--- src/rtl/output_process_spi_mc_pkg.sv ---
// Shared definitions for the multi-channel TX SPI output serializer:
// FSM state encoding and the width helpers used by the top level and FIFOs.
package output_process_spi_mc_pkg;

    typedef enum logic [1:0] {
        StIdle  = 2'd0,
        StFetch = 2'd1,
        StShift = 2'd2,
        StGap   = 2'd3
    } state_e;

    // Ceiling log2; callers guarantee n >= 2 where a nonzero width is needed.
    function automatic int unsigned clog2(input int unsigned n);
        int unsigned r;
        r = 0;
        while ((32'd1 << r) < n) begin
            r = r + 1;
        end
        return r;
    endfunction

    function automatic int unsigned frame_w(input int unsigned addr_w, input int unsigned data_w);
        return addr_w + data_w;
    endfunction

endpackage

--- src/rtl/sync_fifo_p.sv ---
// Single-clock FIFO with registered read data; a pop while full frees the slot
// so a simultaneous push is accepted.
module sync_fifo_p
    import output_process_spi_mc_pkg::*;
#(
    parameter int unsigned DATA_W = 16,
    parameter int unsigned DEPTH  = 16
) (
    input  logic              TX_CLK,
    input  logic              RST,
    input  logic              wr,
    input  logic              rd,
    input  logic [DATA_W-1:0] din,
    output logic [DATA_W-1:0] dout,
    output logic              empty,
    output logic              full
);

    localparam int unsigned PTR_W = clog2(DEPTH);

    logic [DATA_W-1:0] mem [DEPTH];
    logic [PTR_W:0]    wr_ptr_q;
    logic [PTR_W:0]    rd_ptr_q;
    logic [DATA_W-1:0] dout_q;
    logic              do_wr;
    logic              do_rd;

    // Extra MSB on each pointer distinguishes full from empty.
    assign empty = (wr_ptr_q == rd_ptr_q);
    assign full  = (wr_ptr_q[PTR_W] != rd_ptr_q[PTR_W]) &&
                   (wr_ptr_q[PTR_W-1:0] == rd_ptr_q[PTR_W-1:0]);
    assign do_rd = rd & ~empty;
    assign do_wr = wr & (~full | do_rd);
    assign dout  = dout_q;

    always_ff @(posedge TX_CLK or negedge RST) begin
        if (!RST) begin
            wr_ptr_q <= '0;
            rd_ptr_q <= '0;
            dout_q   <= '0;
        end else begin
            if (do_wr) begin
                wr_ptr_q <= wr_ptr_q + {{PTR_W{1'b0}}, 1'b1};
            end
            if (do_rd) begin
                rd_ptr_q <= rd_ptr_q + {{PTR_W{1'b0}}, 1'b1};
                dout_q   <= mem[rd_ptr_q[PTR_W-1:0]];
            end
        end
    end

    always_ff @(posedge TX_CLK) begin
        if (do_wr) begin
            mem[wr_ptr_q[PTR_W-1:0]] <= din;
        end
    end

endmodule

--- src/rtl/output_process_spi_mc.sv ---
// Multi-channel TX SPI serializer: per-channel FIFOs, round-robin arbiter and an
// address+payload shifter with receiver back-pressure.
module output_process_spi_mc
    import output_process_spi_mc_pkg::*;
#(
    parameter int unsigned DATA_W    = 16,
    parameter int unsigned ADDR_W    = 3,
    parameter int unsigned DEPTH     = 16,
    parameter int unsigned N_CH      = 2,
    parameter int unsigned BASE_ADDR = 1,
    parameter int unsigned MSB_FIRST = 1
) (
    input  logic                   TX_CLK,
    input  logic                   RST,
    input  logic [N_CH*DATA_W-1:0] DATA,
    input  logic [N_CH-1:0]        ENA,
    input  logic [N_CH-1:0]        OVF_CLR,
    input  logic                   RX_STOP,
    output logic                   TX_DATA,
    output logic                   TX_LOAD,
    output logic [N_CH-1:0]        FULL,
    output logic [N_CH-1:0]        OVF,
    output logic [1:0]             state_mon
);

    localparam int unsigned FRAME_W = frame_w(ADDR_W, DATA_W);
    localparam int unsigned CNT_W   = clog2(FRAME_W);
    localparam int unsigned CH_W    = (N_CH > 1) ? clog2(N_CH) : 1;

    state_e              state_q, state_d;
    logic [CH_W-1:0]     grant_q, grant_d;
    logic [FRAME_W-1:0]  sh_q, sh_d;
    logic [CNT_W-1:0]    cnt_q, cnt_d;
    logic                tx_data_q, tx_data_d;
    logic                tx_load_q, tx_load_d;
    logic [N_CH-1:0]     ovf_q, ovf_d;

    logic [N_CH-1:0]     fifo_wr;
    logic [N_CH-1:0]     fifo_rd;
    logic [N_CH-1:0]     fifo_empty;
    logic [N_CH-1:0]     fifo_full;
    logic [DATA_W-1:0]   fifo_dout [N_CH];

    logic                pick_valid;
    logic [CH_W-1:0]     pick;
    logic                go;
    logic [DATA_W-1:0]   word;
    logic [ADDR_W-1:0]   addr;
    logic [FRAME_W-1:0]  frame;

    for (genvar c = 0; c < N_CH; c++) begin : g_fifo
        sync_fifo_p #(
            .DATA_W (DATA_W),
            .DEPTH  (DEPTH)
        ) u_fifo (
            .TX_CLK (TX_CLK),
            .RST    (RST),
            .wr     (fifo_wr[c]),
            .rd     (fifo_rd[c]),
            .din    (DATA[c*DATA_W +: DATA_W]),
            .dout   (fifo_dout[c]),
            .empty  (fifo_empty[c]),
            .full   (fifo_full[c])
        );
    end

    // A full FIFO popped this cycle still accepts the write; otherwise it drops.
    assign fifo_wr = ENA & (~fifo_full | fifo_rd);
    assign ovf_d   = (ovf_q & ~OVF_CLR) | (ENA & fifo_full & ~fifo_rd);

    // Round-robin: scan starting one past the last grant.
    always_comb begin
        pick_valid = 1'b0;
        pick       = grant_q;
        for (int unsigned i = 1; i <= N_CH; i++) begin
            int unsigned idx;
            idx = 32'(grant_q) + i;
            if (idx >= N_CH) begin
                idx = idx - N_CH;
            end
            for (int unsigned c = 0; c < N_CH; c++) begin
                if (!pick_valid && (c == idx) && !fifo_empty[c]) begin
                    pick_valid = 1'b1;
                    pick       = CH_W'(c);
                end
            end
        end
    end

    always_comb begin
        fifo_rd = '0;
        for (int unsigned c = 0; c < N_CH; c++) begin
            fifo_rd[c] = go && (pick == CH_W'(c));
        end
    end

    // Frame assembly; LSB-first mode mirrors each field so the shifter always
    // emits from its MSB.
    always_comb begin
        word = '0;
        for (int unsigned c = 0; c < N_CH; c++) begin
            if (grant_q == CH_W'(c)) begin
                word = fifo_dout[c];
            end
        end
        addr  = ADDR_W'(BASE_ADDR + 32'(grant_q));
        frame = {addr, word};
        if (MSB_FIRST == 0) begin
            for (int unsigned i = 0; i < ADDR_W; i++) begin
                frame[FRAME_W-1-i] = addr[i];
            end
            for (int unsigned i = 0; i < DATA_W; i++) begin
                frame[DATA_W-1-i] = word[i];
            end
        end
    end

    always_comb begin
        state_d   = state_q;
        grant_d   = grant_q;
        sh_d      = sh_q;
        cnt_d     = cnt_q;
        tx_data_d = 1'b0;
        tx_load_d = 1'b0;
        go        = 1'b0;
        unique case (state_q)
            StIdle: begin
                if (!RX_STOP && pick_valid) begin
                    go      = 1'b1;
                    grant_d = pick;
                    state_d = StFetch;
                end
            end
            StFetch: begin
                tx_data_d = frame[FRAME_W-1];
                sh_d      = {frame[FRAME_W-2:0], 1'b0};
                cnt_d     = '0;
                state_d   = StShift;
            end
            StShift: begin
                if (cnt_q == CNT_W'(FRAME_W - 1)) begin
                    state_d = StGap;
                end else begin
                    tx_data_d = sh_q[FRAME_W-1];
                    tx_load_d = (cnt_q == CNT_W'(FRAME_W - 2));
                    sh_d      = {sh_q[FRAME_W-2:0], 1'b0};
                    cnt_d     = cnt_q + CNT_W'(1);
                end
            end
            StGap: begin
                state_d = StIdle;
            end
            default: begin
                state_d = StIdle;
            end
        endcase
    end

    always_ff @(posedge TX_CLK or negedge RST) begin
        if (!RST) begin
            state_q   <= StIdle;
            grant_q   <= CH_W'(N_CH - 1);
            sh_q      <= '0;
            cnt_q     <= '0;
            tx_data_q <= 1'b0;
            tx_load_q <= 1'b0;
            ovf_q     <= '0;
        end else begin
            state_q   <= state_d;
            grant_q   <= grant_d;
            sh_q      <= sh_d;
            cnt_q     <= cnt_d;
            tx_data_q <= tx_data_d;
            tx_load_q <= tx_load_d;
            ovf_q     <= ovf_d;
        end
    end

    assign TX_DATA   = tx_data_q;
    assign TX_LOAD   = tx_load_q;
    assign FULL      = fifo_full;
    assign OVF       = ovf_q;
    assign state_mon = state_q;

endmodule

--- config.mk ---
export PLATFORM = sky130hd
export DESIGN_NAME = output_process_spi_mc
export DESIGN_NICKNAME = d
export VERILOG_FILES = /design/src/rtl/output_process_spi_mc_pkg.sv /design/src/rtl/sync_fifo_p.sv /design/src/rtl/output_process_spi_mc.sv
export SDC_FILE = /design/constraint.sdc
export NUM_CORES = 1
export LEC_CHECK = 0
export BUFFER_PORTS_ARGS = -buffer_cell sky130_fd_sc_hd__buf_4
export CAP_MARGIN = 20
export CORE_MARGIN = 2
export CORE_UTILIZATION = 50
export CTS_CLUSTER_SIZE = 25
export DETAILED_ROUTE_END_ITERATION = 16
export MAX_ROUTING_LAYER = met4
export PLACE_DENSITY = 0.68
export SLEW_MARGIN = 10
export SYNTH_ARGS = -nofsm -noshare
export SYNTH_HDL_FRONTEND = slang
export SYNTH_SLANG_ARGS = --single-unit
--- constraint.sdc ---
create_clock -name TX_CLK -period 3.6 [get_ports TX_CLK]
set_input_delay 0.18 -clock TX_CLK [delete_from_list [all_inputs] [get_ports TX_CLK]]
set_output_delay 0.18 -clock TX_CLK [all_outputs]
set_load 0.03 [all_outputs]
=== Word level (Yosys, flattened, before mapping) ===
Memories as Yosys holds them, arrays and structs flattened. A register that Yosys moved wholly into a read port is not among the register bits.
Cells that the tools add are included.

* Bits in registers: 51
* Bits in writable memories: 512
* Input port bits: 39
* Output and inout bits: 8
* Logic and storage cells: 115
* Memories kept: 2

* Add/subtract/negate cells: 9
* $lt $le $gt $ge: 2
* Eq/ne operators: 16
* Muxes and demuxes: 28
* Bitwise operators: 20
* Reduce and logical (&&, ||, !) cells: 27

{| class="wikitable"
|+ Memories
! name !! depth !! bits a word !! rd ports !! clocked after memory_dff !! wr ports !! line !! source
|-
| g_fifo[0].u_fifo.mem || 16 || 16 || 1 || 1 || 1 || sync_fifo_p.sv:21 || <nowiki>logic [DATA_W-1:0] mem [DEPTH];</nowiki>
|-
| g_fifo[1].u_fifo.mem || 16 || 16 || 1 || 1 || 1 || sync_fifo_p.sv:21 ||
|}

{| class="wikitable"
|+ Operators with widths
! cell !! number
|-
| $eq 1x32->1 const A || 2
|-
| $logic_not 32->1 || 2
|-
| $mux 32 || 2
|-
| $pmux 19 s2 || 1
|-
| $ge 32x2->1 const B || 1
|-
| $sub 32x2->32 const B || 1
|-
| $add 5x1->5 const B || 5
|-
| $mux 19 || 1
|-
| $mux 1 || 17
|-
| $mux 16 || 1
|-
| $logic_and 1x1->1 || 12
|-
| $eq 5x5->1 || 2
|-
| $eq 5x5->1 const B || 2
|-
| $pmux 5 s2 || 1
|-
| $and 2x2->2 || 4
|-
| $eq 4x4->1 || 2
|-
| $logic_not 1->1 || 8
|-
| $pmux 2 s4 || 1
|-
| $ne 2x2->1 const B || 3
|-
| $not 2->2 || 3
|-
| $reduce_and 2->1 || 3
|-
| $mux 5 || 1
|-
| $not 1->1 || 5
|-
| $and 1x1->1 || 4
|-
| 13 further kinds || 18
|}

=== Depth between registers and ports, before layout ===
Gate-level depths: netlist of run 1.

* Depth after elaboration: 27
* Gate-level depth with buffers: 8
* Depth with buffers taken out: 7

=== Hierarchy ===
Synthesis of run 1 repeated with hierarchy kept, for this count alone.

* Cell total of the unflattened synthesis: 1304
* Area total of the unflattened synthesis: 24293.3 um^2

{| class="wikitable"
|+ Modules (own cells, without submodules)
! module !! times used !! cells each !! area an instance (um^2)
|-
| sync_fifo_p at g_fifo[0].u_fifo || 1 || 553 || 11195.7
|-
| sync_fifo_p at g_fifo[1].u_fifo || 1 || 553 || 11194.5
|-
| output_process_spi_mc || 1 || 198 || 1903.1
|}

=== Worst setup path after synthesis of run 1 ===
No wires, ideal clock.

* Path type: reg-to-reg
* Start point: register state_q[0], in the netlist state_mon[0]
* End point: memory g_fifo[1].u_fifo.mem[2][0], enable pin
* Setup time: 430 ps
* Arrival time: 3408 ps
* Slack: -239 ps
* Stages on the path, launching flop included: 9
* Path buffers: 1
* Period minus slack after synthesis: 3839 ps
* Path through: dfrtp_1 inv_1 ha_1 nor2b_1 nand2_1 o22ai_1 nor2_1 clkbuf_1 nor4_1

* Longest elaborated chain between the ends: 8
* Elaborated cells between the ends (all ways): 10
* Those cells by class: 3 x mux; 5 x bitwise; 2 x reduce/logical

{| class="wikitable"
|+ Ends and longest elaborated chain
! item !! line !! source
|-
| start, declared || output_process_spi_mc.sv:30 || <nowiki>state_e state_q, state_d;</nowiki>
|-
| start signal, assigned || output_process_spi_mc.sv:161 || <nowiki>state_q <= StIdle;</nowiki>
|-
| start signal, assigned || output_process_spi_mc.sv:169 || <nowiki>state_q <= state_d;</nowiki>
|-
| $logic_not 2->1 * || output_process_spi_mc.sv:126 || <nowiki>unique case (state_q)</nowiki>
|-
| $mux 1 * || output_process_spi_mc.sv:126 ||
|-
| $logic_and 1x1->1 * || output_process_spi_mc.sv:93 || <nowiki>fifo_rd[c] = go && (pick == CH_W'(c));</nowiki>
|-
| $or 2x2->2 / $and 1x1->1 (equally long branches) || output_process_spi_mc.sv:68, sync_fifo_p.sv:32 ||
|-
| $and 2x2->2 / $or 1x1->1 (equally long branches) || output_process_spi_mc.sv:68, sync_fifo_p.sv:33 ||
|-
| $and 1x1->1 * || sync_fifo_p.sv:33 || <nowiki>assign do_wr = wr & (~full | do_rd);</nowiki>
|-
| $mux 1 * || sync_fifo_p.sv:53 || <nowiki>if (do_wr) begin</nowiki>
|-
| $mux 1 (not written as such) * || sync_fifo_p.sv:54 || <nowiki>mem[wr_ptr_q[PTR_W-1:0]] <= din;</nowiki>
|-
| end, declared || sync_fifo_p.sv:21 ||
|}

Every way passes the cells marked *; elsewhere a longest branch is shown, timed or not.

=== Final worst setup path of run 1 ===
* Start point: register state_q[1], in the netlist state_mon[1]
* End point: memory g_fifo[1].u_fifo.mem[4][4], enable pin

The elaborated chain is that of the path after synthesis.

==> metrics.txt, run 1 <==
critical path class=register to register; Top Usage Layer GRT=met2; hold slack=0.0243 ns; # rows=79; crit path DAT=3.39 ns; vias per inst=5.90; top-level port count=47; final hold vios=0; Post-Route WL=49400 um; Area growth syn-to-layout=15.4%; CTS H-tree lvls=2; share of total power in combinational logic=29.6%; fin nets=1403; met1 usage=30.9%; clk slew on worst S/H paths=0.06 ns; sequential share of the synthesized area=73.6%; HP Class=input port to async pin; R2R Path End=g_fifo[1].u_fifo.mem[4][4]; first-pass GRT wire length=75600 um; ANT nets after route=0; Primary FF master, synth=edfxtp_1; type of element launching the critical path=register; crit share post-route=85.8%; switching power=0.00646 W; grt total ovfl=0; post-synthesis cell area=0.0237 mm2; largest net degree at the start of global routing=68; CTS resizes=0; relative slew slack=32.9%; Core Region=0.0467 mm2; status=complete, but fails checks; Mapped Nets=1262; Ys Warns=0; Tightest Pin Transition=1.01 ns; ranking of synthesized cells by area=edfxtp_1 65%, mux4_2 12%, dfrtp_1 8.6%, mux2i_1 1.4%, mux2_2 1.3%; total CTS buffers=58; Peak VDD IR=0.437 mV; CP endpoint kind=register; most frequent cell after synthesis=edfxtp_1; initial antenna violation count=0; leakage power=9.30 nW; Initial Util=50.7%; Port Buffer Count=46; synth cell count leaders=512 x edfxtp_1, 128 x mux4_2, 81 x dfrtp_1; CTS tree=done; met3 GRT Util=3.33%; DR WL/cell=24.7 um; post-synth cell types=49; violated checks=DRC; leading area contributor after synthesis=edfxtp_1; synthesized flop and latch total=594; Longest Clk Path Bufs=3; Sw Share=30.4%; final core utilization=58.5%; Max-Cap Viols=0; CP max FO=9; Root Buffer=clkbuf_16; EDFF count, synth=512; pwr/cell area=779 mW/mm2; unrepaired setup endpoints after global routing=false; R2R Path Start=state_mon[1]; DRC=2; crit path time final=3.09 ns; placer's final routability congestion estimate=0.812; DP HPWL=29600 um; Syn Inst Count=1206; Seq pwr share=42.5%; 1st-pass router iterations=11; post-synthesis average cell area=19.6 um2; ANT cells=0; # setup viols final=0; initial DRC count=1181; Chip Height=222 um; Die Width=222 um; async set-reset flop share out of synthesis=13.8%; clock sinks=594; DIE AREA=0.0491 mm2; internal power=0.0148 W; Max Slew Vio Count=0; vias in the first global route=12100; TNS Setup=0 ns; via count=11800; share of post-route cells with drive strength above 1=29.1%; Worst Path Required=3.90 ns; worst reg2reg path depth=9; met2 Use GR=31.4%; fmax=0.324 GHz; Clock Skew=0.0269 ns; clk_lat worst skew=0.61 ns; GRT Util Overall=21.2%; R2R setup slack=0.51 ns; Clock power frac=27.9%; Synth top area share=65.0%
power groups by stage:
| stage | combinational (W) | clock [W] | sequential, W |
|---|---|---|---|
| floorplan | 0.00473 | 0 | 0.00898 |
| global placement | 0.00620 | 0 | 0.00913 |
| detailed placement | 0.00632 | 0 | 0.00918 |
| CTS | 0.00639 | 0.00605 | 0.00905 |
| global route | 0.00683 | 0.00633 | 0.00913 |
| finish | 0.00629 | 0.00593 | 0.00905 |
metal layers:
layer / share of wire (%) / routed length, um / vias to the layer above
li1: - / - / 5144
met1: 44 / 21700 / 6179
met2: 47 / 23200 / 407
met3: 6.6 / 3280 / 79
met4: 2.5 / 1220 / 0
met5: 0 / 0 / -
stage by stage:
step           instance area [um2]  setup slack (ns)  instances  power (W)
5_1_grt                      27300             0.308       2000     0.0223
3_3_place_gp                 25000             0.628       1854     0.0153
4_1_cts                      27300             0.478       1999     0.0215
2_1_floorplan                23700           -0.0242       1206     0.0137
6_report                     27300             0.512       2000     0.0213
3_5_place_dp                 25000             0.499       1854     0.0155
logic make-up (layout without fill, tap and decap cells):
family | after synthesis | after routing | synth area share [%]
mux | 199 | 199 | 15.5
flops | 594 | 594 | 73.6
xor+xnor | 30 | 30 | 1.33
fa+ha+maj | 17 | 17 | 0.899
simple gates | 157 | 157 | 3.32
compound gates | 122 | 122 | 3.26
buf+inv | 87 | 274 | 2.04
timing repair:
| action | 4_1_cts | 5_1_grt |
|---|---|---|
| setup buffers | 0 | 0 |
| hold buffers | 39 | 0 |
| hold endpoints to repair | 600 | 0 |
worst max-delay path by stage:
stage,cells past startpoint,from,end,slack [ns]
global placement,8,state_mon[0],g_fifo[1].u_fifo.mem[6][10],0.63
detailed placement,8,state_mon[0],g_fifo[1].u_fifo.mem[6][10],0.50
CTS,8,state_mon[1],g_fifo[1].u_fifo.mem[4][4],0.48
finish,9,state_mon[1],g_fifo[1].u_fifo.mem[4][4],0.51
global route,9,state_mon[0],g_fifo[1].u_fifo.mem[4][4],0.31
floorplan,7,state_mon[0],g_fifo[1].u_fifo.mem[0][0],-0.02
state kept, by name, indices dropped and copies added, names as in the netlist:
| register | flops |
|---|---|
| OVF | 2 |
| state_mon | 2 |
| grant_q | 1 |
| cnt_q | 5 |
| sh_q | 18 |
| g_fifo.u_fifo.rd_ptr_q | 10 |
| TX_LOAD | 1 |
| g_fifo.u_fifo.dout | 32 |
| g_fifo.u_fifo.mem | 512 |
| g_fifo.u_fifo.wr_ptr_q | 10 |
| TX_DATA | 1 |
placed cells by master, fill, tap and decap left out, types with 3 or more instances in the layout:
cell,count
mux2_2,28
mux2i_1,33
clkinv_1,6
clkbuf_16,59
clkbuf_8,4
clkbuf_1,15
nand3_1,7
a21oi_1,31
nor3_2,20
inv_1,17
o21ai_0,27
edfxtp_1,512
buf_4,110
dlygate4sd3_1,39
nor2b_1,20
and3_1,6
ha_1,17
clkinv_2,10
xor2_1,7
a22oi_1,32
clkinvlp_4,5
mux4_2,128
a211oi_1,16
bufinv_16,5
nand4_1,5
xnor2_1,19
o22ai_1,3
dfrtp_1,76
mux2_4,8
nand2_1,51
dfrtp_2,3
nor2_2,5
o211ai_1,4
nor2_1,21
nor4_2,4
nand2b_1,7
worst max-delay path, cell delays in order, from the launching register on:
cell and delay, ns:
dfrtp_1 0.41, inv_1 0.12, ha_1 0.24, nor2b_1 0.20, nand2_1 0.07, o22ai_1 0.35
nor2_1 0.19, buf_4 0.23, nor3_2 0.66, buf_4 0.32
final cells by class:
type | instances | area (um2)
Clock inverter | 28 | 278
Sequential cell | 594 | 17400
Fill cell | 3412 | 19300
Tap cell | 607 | 759
Multi-Input combinational cell | 525 | 5920
Timing Repair Buffer | 151 | 1260
Clock buffer | 78 | 1590
Inverter | 17 | 63.8
No activity file was read; power rests on OpenSTA's default activity.
==> inputs of run 2 (changes only) <==
PLACE_DENSITY = 0.66   (was 0.68)
clock period = 3.9 ns   (was 3.6 ns; I/O delays follow)
==> run 2 against run 1 <==
  * The flow still finishes with violations (DRC)
  * Cell count decreased by 0.25%
  * Sequential power decreased by 7.2%
  * Hold slack improved by 0.25 ns
  * Flip-flop and latch count unchanged
  * Routed wire length decreased by 0.57%
  * Largest cell class unchanged
  * Largest power group unchanged
  * Highest routed layer unchanged
==> metrics.txt, run 2 (synthesized netlist as in run 1, its figures left out) <==
status=complete, but fails checks; violated checks=DRC; min setup slack post-route=0.641 ns (+0.128 ns); max incr delay on CP=0.83 ns (+0.17 ns); # rows=79 (unchanged); CTS tree=done; leakage power=9.33 nW (+0.37%); Tightest Pin Transition=1.02 ns (+0.00891 ns); HP Class=input port to async pin; Peak VDD IR=0.450 mV (+2.8%); ANT cells=0 (unchanged); Cell Area, Placed=0.0250 mm2 (-0.27%); clk slew on worst S/H paths=0.06 ns (about the same); dpl cells=1849 (-0.27%); DP HPWL=28700 um (-2.9%); # setup viols final=0 (unchanged); final instance area=0.0274 mm2 (+0.17%); Non-Filler Instances=1995 (-0.25%); CP endpoint kind=register; CTS H-tree lvls=2 (unchanged); Initial Util=50.7% (unchanged); 1st-pass router iterations=11 (unchanged); Clock Skew=0.0121 ns (-0.0148 ns); TNS Setup=0 ns (unchanged); max reg flops=512 (unchanged); Design Power=0.0198 W (-6.8%); Place WS=0.687 ns (+0.188 ns); Area growth syn-to-layout=15.6%; initial DRC count=1258 (+6.5%); placer's final routability congestion estimate=0.783 (-3.6%); Longest Clk Path Bufs=3 (unchanged); Chip Height=222 um (unchanged); top-level port count=47 (unchanged); DR WL/cell=24.6 um (-0.32%); final hold vios=0 (unchanged); DIE AREA=0.0491 mm2 (unchanged); crit path time final=3.26 ns (+0.172 ns); vias per inst=5.83 (-1.2%); commonest non-fill, non-tap cell in the layout=edfxtp_1; grt total ovfl=0 (unchanged); largest net degree at the start of global routing=68 (unchanged); ANT nets after route=0 (unchanged); pwr/cell area=724 mW/mm2 (-7.0%); first-pass GRT wire length=75300 um (-0.41%); Root Buffer=clkbuf_16; CTS resizes=0 (unchanged); via count=11600 (-1.4%); unrepaired setup endpoints after global routing=false; Port Buffer Count=46 (unchanged); Core Region=0.0467 mm2 (unchanged); fin nets=1400 (-0.21%); Crit-path slowest cell=nor3_2; critical path class=register to register; Post-Route WL=49100 um (-0.57%); fmax=0.307 GHz (-5.3%); Bufs and invs on worst path=2 (-1); crit share post-route=83.6% (-2.2 points); clk_lat worst skew=0.61 ns (about the same); CP delay by family, top=simple AND/OR/NAND/NOR gates; worst path cell trace=inv_1 > ha_1 > nor2b_1 > nand2_1 > o22ai_1 > nor2_1 > nor3_2 > buf_4; Max-Cap Viols=0 (unchanged); DRC=2 (unchanged); initial antenna violation count=0 (unchanged); vias in the first global route=11900 (-1.3%); Worst Path Required=4.21 ns (+0.31 ns); CP max FO=9 (unchanged); clock sinks=594 (unchanged); crit path DAT=3.57 ns (+0.18 ns); type of element launching the critical path=register; most frequent cells in the layout=512 x edfxtp_1, 128 x mux4_2, 105 x buf_4; Die Width=222 um (unchanged); share of post-route cells with drive strength above 1=28.8% (-0.33 points); relative slew slack=32.3% (-0.59 points); GRT Util Overall=21.2% (about the same); Max Slew Vio Count=0 (unchanged); total CTS buffers=57 (-1.7%)
==> run 2: changes by cell type in the layout (fill, tap and decap cells not counted), moves of 2 or more <==
cell        previous run  this run
buf_4                110       105
buf_8                  0         2
bufinv_16              5        11
clkbuf_1              15         9
clkbuf_16             59        57
clkbuf_8               4         0
clkinv_1               6        12
clkinvlp_4             5         1
nor4_2                 4         6
nor4_4                 2         0
==> run 2: worst paths after layout <==
check / to / depth (start not counted) / start / slack (ns)
worst max-delay path: g_fifo[1].u_fifo.mem[4][15] / 8 / state_mon[0] / 0.64
worst min-delay path: TX_LOAD / 2 / RST / 0.28
worst max register to register: g_fifo[1].u_fifo.mem[4][15] / 8 / state_mon[0] / 0.64
max in group asynchronous: g_fifo[1].u_fifo.dout[8] / 3 / RST / 2.77
min in group TX_CLK: g_fifo[1].u_fifo.mem[0][13] / 2 / DATA[29] / 0.43
worst min register to register: sh_q[18] / 2 / sh_q[18] / 0.48
==> run 2: worst register-to-register path: cells and delay by family, from the launching register on <==
| kind | cells | cell delay (ns) |
|---|---|---|
| compound gates | 1 | 0.37 |
| fa+ha+maj | 1 | 0.26 |
| buf+inv | 2 | 0.44 |
| flops | 1 | 0.40 |
| simple gates | 4 | 1.49 |
==> run 2: power by group <==
part	total (W)	leakage (nW)	internal, W	switching (W)
Sequential	0.00840	5.64	0.00787	0.000536
Clock	0.00568	0.940	0.00339	0.00229
Combinational	0.00573	2.75	0.00262	0.00311
Total	0.0198	9.33	0.0139	0.00594
==> run 2: timing repair <==
item,4_1_cts,5_1_grt
setup endpoints to repair,0,0
hold buffers,40,0
hold endpoints to repair,582,0
setup buffers,0,0
==> run 2: layout make-up <==
class / count / area, um2
Sequential cell: 594 / 17400
Inverter: 17 / 63.8
Fill cell: 3395 / 19300
Clock inverter: 37 / 459
Timing Repair Buffer: 149 / 1270
Multi-Input combinational cell: 525 / 5910
Clock buffer: 66 / 1460
Tap cell: 607 / 759
==> run 2: stage by stage <==
step	util [%]	hold slack, ns
after floorplan	-	-0.101
after global placement	53.5	0.388
after detailed placement	53.5	0.389
after CTS	58.5	0.300
after global routing	58.6	0.341
final	58.6	0.277
==> run 2: per-layer routing <==
layer  track usage (%)  vias up  part of all wire (%)
li1                  -     5133                     -
met1              30.3     6082                    44
met2              32.6      344                    48
met3              3.39       81                   6.4
met4              5.03        0                   2.1
met5                 -        -                     0
